## config.mk

```make
export PLATFORM = sky130hd
export DESIGN_NAME = lsu_ctrl_flat
export DESIGN_NICKNAME = d
export VERILOG_FILES = /design/src/rtl/lsu_ctrl_pkg.sv /design/src/rtl/lsu_ctrl_if.sv /design/src/rtl/lsu_ctrl_load_align_extend.sv /design/src/rtl/lsu_ctrl.sv /design/src/flat_wrapper.sv
export SDC_FILE = /design/constraint.sdc
export NUM_CORES = 1
export LEC_CHECK = 0
export BUFFER_PORTS_ARGS = -buffer_cell sky130_fd_sc_hd__buf_4
export CAP_MARGIN = 5
export CORE_MARGIN = 2
export CORE_UTILIZATION = 49
export DETAILED_ROUTE_END_ITERATION = 10
export PLACE_DENSITY_LB_ADDON = 0.2
export SLEW_MARGIN = 10
export SYNTH_ARGS = -nofsm -noshare
export SYNTH_HDL_FRONTEND = slang
export SYNTH_SLANG_ARGS = --single-unit
```

## constraint.sdc

```tcl
create_clock -name clk -period 1.98 [get_ports clk]
set_clock_uncertainty 0.1 [all_clocks]
set_input_delay 0.198 -clock clk [delete_from_list [all_inputs] [get_ports clk]]
set_output_delay 0.198 -clock clk [all_outputs]
set_load 0.005 [all_outputs]
```

## src/rtl/lsu_ctrl_pkg.sv

```systemverilog
// Shared encodings for the load/store unit: funct3 codes, FSM states,
// byte-enable lane patterns and the request legality check.
package lsu_ctrl_pkg;

    localparam int XLEN = 32;

    localparam logic [2:0] F3_B  = 3'b000;
    localparam logic [2:0] F3_H  = 3'b001;
    localparam logic [2:0] F3_W  = 3'b010;
    localparam logic [2:0] F3_BU = 3'b100;
    localparam logic [2:0] F3_HU = 3'b101;

    typedef enum logic [1:0] {
        ST_IDLE   = 2'd0,
        ST_ACCESS = 2'd1,
        ST_RESP   = 2'd2
    } state_e;

    localparam logic [3:0] BE_NONE = 4'b0000;
    localparam logic [3:0] BE_BYTE = 4'b0001;
    localparam logic [3:0] BE_HALF = 4'b0011;
    localparam logic [3:0] BE_WORD = 4'b1111;

    // Unsigned loads have no store counterpart, so BU/HU stores are rejected.
    function automatic logic req_illegal(input logic we, input logic [2:0] func,
                                         input logic [1:0] off);
        logic ill;
        ill = 1'b1;
        case (func)
            F3_B:    ill = 1'b0;
            F3_H:    ill = off[0];
            F3_W:    ill = (off != 2'b00);
            F3_BU:   ill = we;
            F3_HU:   ill = we | off[0];
            default: ill = 1'b1;
        endcase
        return ill;
    endfunction

endpackage

```

## src/rtl/lsu_ctrl_if.sv

```systemverilog
// Core request/response and memory bus signals of the load/store unit.
// master = environment (core + memory), slave = lsu_ctrl.
interface lsu_ctrl_if;
    import lsu_ctrl_pkg::*;

    logic            req_valid;
    logic            req_ready;
    logic            req_we;
    logic [2:0]      req_func;
    logic [XLEN-1:0] req_addr;
    logic [XLEN-1:0] req_wdata;
    logic            resp_valid;
    logic [XLEN-1:0] resp_rdata;
    logic            resp_err;
    logic            mem_req;
    logic            mem_we;
    logic [XLEN-1:0] mem_addr;
    logic [3:0]      mem_be;
    logic [XLEN-1:0] mem_wdata;
    logic            mem_ack;
    logic [XLEN-1:0] mem_rdata;

    modport master (
        output req_valid, req_we, req_func, req_addr, req_wdata, mem_ack, mem_rdata,
        input  req_ready, resp_valid, resp_rdata, resp_err,
               mem_req, mem_we, mem_addr, mem_be, mem_wdata
    );

    modport slave (
        input  req_valid, req_we, req_func, req_addr, req_wdata, mem_ack, mem_rdata,
        output req_ready, resp_valid, resp_rdata, resp_err,
               mem_req, mem_we, mem_addr, mem_be, mem_wdata
    );

endinterface

```

## src/rtl/lsu_ctrl_load_align_extend.sv

```systemverilog
// Combinational load path: shifts the addressed lane down to bit 0 and
// sign/zero-extends it according to funct3.
module load_align_extend
    import lsu_ctrl_pkg::*;
#(
    parameter int WORD_LENGTH = 32
) (
    input  logic [2:0]             func,
    input  logic [1:0]             off,
    input  logic [WORD_LENGTH-1:0] rdata,
    output logic [WORD_LENGTH-1:0] data
);

    logic [WORD_LENGTH-1:0] shifted;

    assign shifted = rdata >> {off, 3'b000};

    always_comb begin
        data = shifted;
        case (func)
            F3_B:    data = {{(WORD_LENGTH-8){shifted[7]}},   shifted[7:0]};
            F3_H:    data = {{(WORD_LENGTH-16){shifted[15]}}, shifted[15:0]};
            F3_BU:   data = {{(WORD_LENGTH-8){1'b0}},         shifted[7:0]};
            F3_HU:   data = {{(WORD_LENGTH-16){1'b0}},        shifted[15:0]};
            default: data = shifted;
        endcase
    end

endmodule

```

## src/rtl/lsu_ctrl.sv

```systemverilog
// Load/store unit controller: accepts one core request at a time, runs a
// single memory access with timeout, and returns a one-cycle response pulse.
module lsu_ctrl
    import lsu_ctrl_pkg::*;
#(
    parameter int WORD_LENGTH = 32,
    parameter int TIMEOUT     = 16
) (
    input  logic       clk,
    input  logic       reset_n,
    lsu_ctrl_if.slave  bus
);

    localparam logic [7:0] TO_LIMIT = 8'(TIMEOUT);

    state_e                 state_q, state_d;
    logic [7:0]             cnt_q, cnt_d;
    logic [2:0]             func_q, func_d;
    logic [1:0]             off_q, off_d;
    logic                   mem_req_q, mem_req_d;
    logic                   mem_we_q, mem_we_d;
    logic [WORD_LENGTH-1:0] mem_addr_q, mem_addr_d;
    logic [3:0]             mem_be_q, mem_be_d;
    logic [WORD_LENGTH-1:0] mem_wdata_q, mem_wdata_d;
    logic                   resp_valid_q, resp_valid_d;
    logic [WORD_LENGTH-1:0] resp_rdata_q, resp_rdata_d;
    logic                   resp_err_q, resp_err_d;

    logic [3:0]             be_st;
    logic [WORD_LENGTH-1:0] wdata_st;
    logic [WORD_LENGTH-1:0] load_data;

    load_align_extend #(.WORD_LENGTH(WORD_LENGTH)) u_align (
        .func  (func_q),
        .off   (off_q),
        .rdata (bus.mem_rdata),
        .data  (load_data)
    );

    always_comb begin
        be_st    = BE_WORD;
        wdata_st = bus.req_wdata;
        case (bus.req_func)
            F3_B: begin
                be_st    = BE_BYTE << bus.req_addr[1:0];
                wdata_st = {4{bus.req_wdata[7:0]}};
            end
            F3_H: begin
                be_st    = BE_HALF << bus.req_addr[1:0];
                wdata_st = {2{bus.req_wdata[15:0]}};
            end
            default: ;
        endcase
    end

    always_comb begin
        state_d      = state_q;
        cnt_d        = cnt_q;
        func_d       = func_q;
        off_d        = off_q;
        mem_req_d    = mem_req_q;
        mem_we_d     = mem_we_q;
        mem_addr_d   = mem_addr_q;
        mem_be_d     = mem_be_q;
        mem_wdata_d  = mem_wdata_q;
        resp_valid_d = 1'b0;
        resp_rdata_d = resp_rdata_q;
        resp_err_d   = resp_err_q;

        case (state_q)
            ST_IDLE: begin
                if (bus.req_valid) begin
                    func_d       = bus.req_func;
                    off_d        = bus.req_addr[1:0];
                    cnt_d        = 8'd0;
                    resp_rdata_d = '0;
                    if (req_illegal(bus.req_we, bus.req_func, bus.req_addr[1:0])) begin
                        // Rejected requests never touch memory.
                        state_d      = ST_RESP;
                        resp_valid_d = 1'b1;
                        resp_err_d   = 1'b1;
                    end else begin
                        state_d     = ST_ACCESS;
                        mem_req_d   = 1'b1;
                        mem_we_d    = bus.req_we;
                        mem_addr_d  = {bus.req_addr[WORD_LENGTH-1:2], 2'b00};
                        mem_be_d    = bus.req_we ? be_st : BE_NONE;
                        mem_wdata_d = bus.req_we ? wdata_st : '0;
                        resp_err_d  = 1'b0;
                    end
                end
            end
            ST_ACCESS: begin
                if (bus.mem_ack) begin
                    state_d      = ST_RESP;
                    mem_req_d    = 1'b0;
                    resp_valid_d = 1'b1;
                    resp_err_d   = 1'b0;
                    resp_rdata_d = mem_we_q ? '0 : load_data;
                end else begin
                    cnt_d = cnt_q + 8'd1;
                    if (cnt_d == TO_LIMIT) begin
                        state_d      = ST_RESP;
                        mem_req_d    = 1'b0;
                        resp_valid_d = 1'b1;
                        resp_err_d   = 1'b1;
                    end
                end
            end
            default: begin
                state_d      = ST_IDLE;
                resp_err_d   = 1'b0;
                resp_rdata_d = '0;
            end
        endcase
    end

    always_ff @(posedge clk) begin
        if (!reset_n) begin
            state_q      <= ST_IDLE;
            cnt_q        <= 8'd0;
            func_q       <= 3'd0;
            off_q        <= 2'd0;
            mem_req_q    <= 1'b0;
            mem_we_q     <= 1'b0;
            mem_addr_q   <= '0;
            mem_be_q     <= 4'd0;
            mem_wdata_q  <= '0;
            resp_valid_q <= 1'b0;
            resp_rdata_q <= '0;
            resp_err_q   <= 1'b0;
        end else begin
            state_q      <= state_d;
            cnt_q        <= cnt_d;
            func_q       <= func_d;
            off_q        <= off_d;
            mem_req_q    <= mem_req_d;
            mem_we_q     <= mem_we_d;
            mem_addr_q   <= mem_addr_d;
            mem_be_q     <= mem_be_d;
            mem_wdata_q  <= mem_wdata_d;
            resp_valid_q <= resp_valid_d;
            resp_rdata_q <= resp_rdata_d;
            resp_err_q   <= resp_err_d;
        end
    end

    assign bus.req_ready  = (state_q == ST_IDLE);
    assign bus.mem_req    = mem_req_q;
    assign bus.mem_we     = mem_we_q;
    assign bus.mem_addr   = mem_addr_q;
    assign bus.mem_be     = mem_be_q;
    assign bus.mem_wdata  = mem_wdata_q;
    assign bus.resp_valid = resp_valid_q;
    assign bus.resp_rdata = resp_rdata_q;
    assign bus.resp_err   = resp_err_q;

endmodule

```

## src/flat_wrapper.sv

```systemverilog
// flat-port wrapper written by rule: the top's interface ports become plain ports
module lsu_ctrl_flat import lsu_ctrl_pkg::*;
#(
    parameter int WORD_LENGTH = 32,
    parameter int TIMEOUT     = 16
)
  (clk, reset_n, bus_req_valid, bus_req_we, bus_req_func, bus_req_addr, bus_req_wdata, bus_mem_ack, bus_mem_rdata, bus_req_ready, bus_resp_valid, bus_resp_rdata, bus_resp_err, bus_mem_req, bus_mem_we, bus_mem_addr, bus_mem_be, bus_mem_wdata);
  lsu_ctrl_if bus_i ();
  input  logic clk;
  input  logic reset_n;
  input wire logic [$bits(bus_i.req_valid)-1:0] bus_req_valid;
  input wire logic [$bits(bus_i.req_we)-1:0] bus_req_we;
  input wire logic [$bits(bus_i.req_func)-1:0] bus_req_func;
  input wire logic [$bits(bus_i.req_addr)-1:0] bus_req_addr;
  input wire logic [$bits(bus_i.req_wdata)-1:0] bus_req_wdata;
  input wire logic [$bits(bus_i.mem_ack)-1:0] bus_mem_ack;
  input wire logic [$bits(bus_i.mem_rdata)-1:0] bus_mem_rdata;
  output wire logic [$bits(bus_i.req_ready)-1:0] bus_req_ready;
  output wire logic [$bits(bus_i.resp_valid)-1:0] bus_resp_valid;
  output wire logic [$bits(bus_i.resp_rdata)-1:0] bus_resp_rdata;
  output wire logic [$bits(bus_i.resp_err)-1:0] bus_resp_err;
  output wire logic [$bits(bus_i.mem_req)-1:0] bus_mem_req;
  output wire logic [$bits(bus_i.mem_we)-1:0] bus_mem_we;
  output wire logic [$bits(bus_i.mem_addr)-1:0] bus_mem_addr;
  output wire logic [$bits(bus_i.mem_be)-1:0] bus_mem_be;
  output wire logic [$bits(bus_i.mem_wdata)-1:0] bus_mem_wdata;
  assign bus_i.req_valid = bus_req_valid;
  assign bus_i.req_we = bus_req_we;
  assign bus_i.req_func = bus_req_func;
  assign bus_i.req_addr = bus_req_addr;
  assign bus_i.req_wdata = bus_req_wdata;
  assign bus_i.mem_ack = bus_mem_ack;
  assign bus_i.mem_rdata = bus_mem_rdata;
  assign bus_req_ready = bus_i.req_ready;
  assign bus_resp_valid = bus_i.resp_valid;
  assign bus_resp_rdata = bus_i.resp_rdata;
  assign bus_resp_err = bus_i.resp_err;
  assign bus_mem_req = bus_i.mem_req;
  assign bus_mem_we = bus_i.mem_we;
  assign bus_mem_addr = bus_i.mem_addr;
  assign bus_mem_be = bus_i.mem_be;
  assign bus_mem_wdata = bus_i.mem_wdata;
  lsu_ctrl #(.WORD_LENGTH(WORD_LENGTH), .TIMEOUT(TIMEOUT)) u_core (.clk(clk), .reset_n(reset_n), .bus(bus_i));
endmodule
```

==> out/summary.txt <==
Leak Pwr - 3.57 nW
Switch Pwr - 0.00161 W
Synth Area in Adders - 0.227%
Global-route wire length before repair - 27,900 um
Share of layout cells above drive strength 1 - 35.9%
# IOs - 209
Data required, critical path - 2.31 ns
PD cells - 751 nW/um2
Routed via count - 5,808
Post-Synth Simple-Gate Area - 19.8%
XOR/XNOR share of the synthesized area - 0.637%
Mux cell area share after synthesis - 9.50%
Final net count - 1,007
GP Congestion - 0.823
Max Slew Vio Count - 0
Die ar. - 12,100 um2
Htree depth - 4
Die extent in x - 110 um
Logic pwr share - 16.0%
Final setup TNS - 0 ns
Main synth FF type - dfxtp_1
Cell-internal power - 0.00486 W
Number of synthesized flops with an enable pin - 0
Status - completed
Critical path peak fanout - 8
Clock network power share - 45.6%
Worst rel slew slack - 55.2%
Gate Count Post-Synth - 621
Area delta synth->final - 56.5%
Ys Warns - 0
Tmin final - 1.90 ns
First-pass DRT Iterations - 5
Synthesized area per cell - 8.86 um2
Worst Max-Slew Pin Slew - 0.671 ns
Critical Path End Type - flop
CP startpoint kind - flop
#FFs+latches synth - 117
Type of the worst setup path - flop to flop
Largest cells by area after synthesis - dfxtp_1 43%, nand2_1 9.6%, a21boi_0 6.3%
Worst vdd ir - 576 uV
Total Power - 0.00647 W
Placed cell area - 7230 um2
Antenna violations before repair - 0
Root Buffer - clkbuf_8
Final period util - 96.1%
Post-Synthesis Cell Area - 5500 um2
Rows - 38
Final setup viols - 0
Vias in the first global route - 5,943
Complex-gate fraction of the synthesized area - 22.5%
Post-synth top area share - 42.6%
Final ANT Viol Nets - 0
Sw Ratio - 24.9%
Final hold vios - 0
I/O Buffers - 206
Drt wl/cell - 17.4 um
DRC viols - 0
CTS tree - done
Clk_lat worst skew - 0.53 ns
Worst EP arrival - 2.23 ns
CTS sink cnt - 117
Core area - 10,900 um2
Initial Util - 50.6%
Total Wirelength - 18,400 um
Synth async-reset ratio - 0%
Min-Delay Path Class - input pin to flop
Area leader, netlist - dfxtp_1
Largest family of logic cells by synthesized area - compound AO/OA/AOI/OAI gates
TritonCTS Buffers - 17
GRT overflow - 0
Distinct cells, synth - 52
Fmax - 526 MHz
GRT Overall Usage - 29.6%
Die Y - 110 um
Worst hold slack - 0.0187 ns
Post-DR vias/cell - 5.51
Clock transition at path regs - 0.06 ns
Initial DRC Count - 250
N_diodes - 0
HPWL after DPL - 11,500 um
Reg power frac - 38.4%
Design area - 8610 um2
Fin util - 79.1%
Pin count of the biggest net entering global routing - 81
Clock Path Buffers - 2
Sequential area share after synthesis - 42.6%
Max-cap violations - 0
synthesized netlist by cell type (all sizes together) (12+ instances only):
cell / count
nor2: 13
nor2b: 14
clkbuf: 22
and2: 14
a221o: 16
a21boi: 76
buf: 27
dfxtp: 117
nand3: 33
a21oi: 12
nand2: 141
mux2i: 23
mux2: 24
o21ai: 23
layout make-up:
cell class	instances	area [um2]
Inverter	2	7.51
Sequential cell	117	2350
Tap cell	140	175
Clock buffer	22	463
Clock inverter	9	103
Timing Repair Buffer	310	2570
Fill cell	678	2280
Multi-Input combinational cell	454	2950
sequential cells by signal, summed over array words and instances (netlist names):
| register | flops |
|---|---|
| u_core.state_q | 2 |
| u_core.func_q | 3 |
| u_core.off_q | 2 |
| u_core.bus.resp_rdata | 32 |
| u_core.bus.resp_valid | 1 |
| u_core.bus.mem_req | 1 |
| u_core.bus.mem_we | 1 |
| u_core.bus.mem_addr | 30 |
| u_core.bus.mem_be | 4 |
| u_core.cnt_q | 8 |
| u_core.bus.mem_wdata | 32 |
| u_core.bus.resp_err | 1 |
stage by stage:
| stage | setup WS [ns] | instances |
|---|---|---|
| after floorplan | 0.204 | 622 |
| after global placement | 0.000763 | 947 |
| after detailed placement | -0.0849 | 947 |
| after CTS | 0.0305 | 1049 |
| after global routing | -0.0136 | 1054 |
| final | 0.0772 | 1054 |
final timing paths:
| check | startpoint | to | slack, ns | cells after the start |
|---|---|---|---|---|
| hold / removal | bus_req_wdata[8] | u_core.bus.mem_wdata[8] | 0.02 | 4 |
| setup reg to reg | u_core.off_q[1] | u_core.bus.resp_rdata[13] | 0.08 | 5 |
| hold reg to reg | u_core.bus.mem_wdata[8] | u_core.bus.mem_wdata[8] | 0.35 | 2 |
| setup / recovery | u_core.off_q[1] | u_core.bus.resp_rdata[13] | 0.08 | 5 |
worst max-delay path, stage by stage (launching register included):
cell and delay (ns):
dfxtp_2 0.38, mux4_2 0.56, nor3b_2 0.23, a21oi_1 0.24, o21ai_0 0.12, and2_1 0.16
power groups by stage:
stage	Clock [W]	Sequential [W]	Combinational, W
2_1_floorplan	0	0.00253	0.000438
3_3_place_gp	0	0.00253	0.000842
3_5_place_dp	0	0.00253	0.000861
4_1_cts	0.00296	0.00248	0.000977
5_1_grt	0.00305	0.00249	0.00111
6_report	0.00295	0.00249	0.00103
what timing repair did:
action | 4_1_cts | 5_1_grt
setup endpoints to repair | 16 | 48
buffers inserted | 2 | 3
cloned | 0 | 2
hold buffers | 69 | 0
pin swaps | 1 | 3
hold endpoints to repair | 89 | 0
gates resized for setup | 0 | 11
logic make-up after synthesis:
kind of cell | Yosys count
AOI/OAI and AO/OA | 163
xor gates and xnor gates | 4
adders and majority gates | 1
buffers and inverters | 51
DFF | 117
muxes | 48
other | 1
and+or+nand+nor | 236
cell usage in the layout, fill, tap and decap left out, drive strengths merged, types with 2 or more instances in the layout:
cell type | Yosys | final
xnor2 | 2 | 2
bufinv | 0 | 2
nor2 | 13 | 13
clkbuf | 22 | 24
a22oi | 9 | 9
o21ai | 23 | 23
clkinv | 0 | 4
o2bb2ai | 8 | 8
nor3 | 3 | 3
clkinvlp | 0 | 3
mux2i | 23 | 23
nor2b | 14 | 14
a221o | 16 | 16
and3 | 2 | 2
mux2 | 24 | 24
o2111ai | 8 | 8
buf | 27 | 239
conb | 1 | 2
nand2 | 141 | 141
nand2b | 5 | 5
xor2 | 2 | 2
a21boi | 76 | 76
inv | 2 | 2
nand3 | 33 | 33
a31oi | 2 | 2
or3 | 4 | 4
dfxtp | 117 | 117
and2 | 14 | 14
a2bb2oi | 2 | 2
a21oi | 12 | 12
dlygate4sd3 | 0 | 69
layer usage:
layer | GRT usage (%) | up-vias | wire, um
li1 | - | 2741 | -
met1 | 33.4 | 2746 | 7130
met2 | 50.7 | 259 | 9160
met3 | 9.29 | 62 | 1360
met4 | 14.1 | 0 | 721
met5 | 0 | - | 0
(Power assumes the default switching activity.)
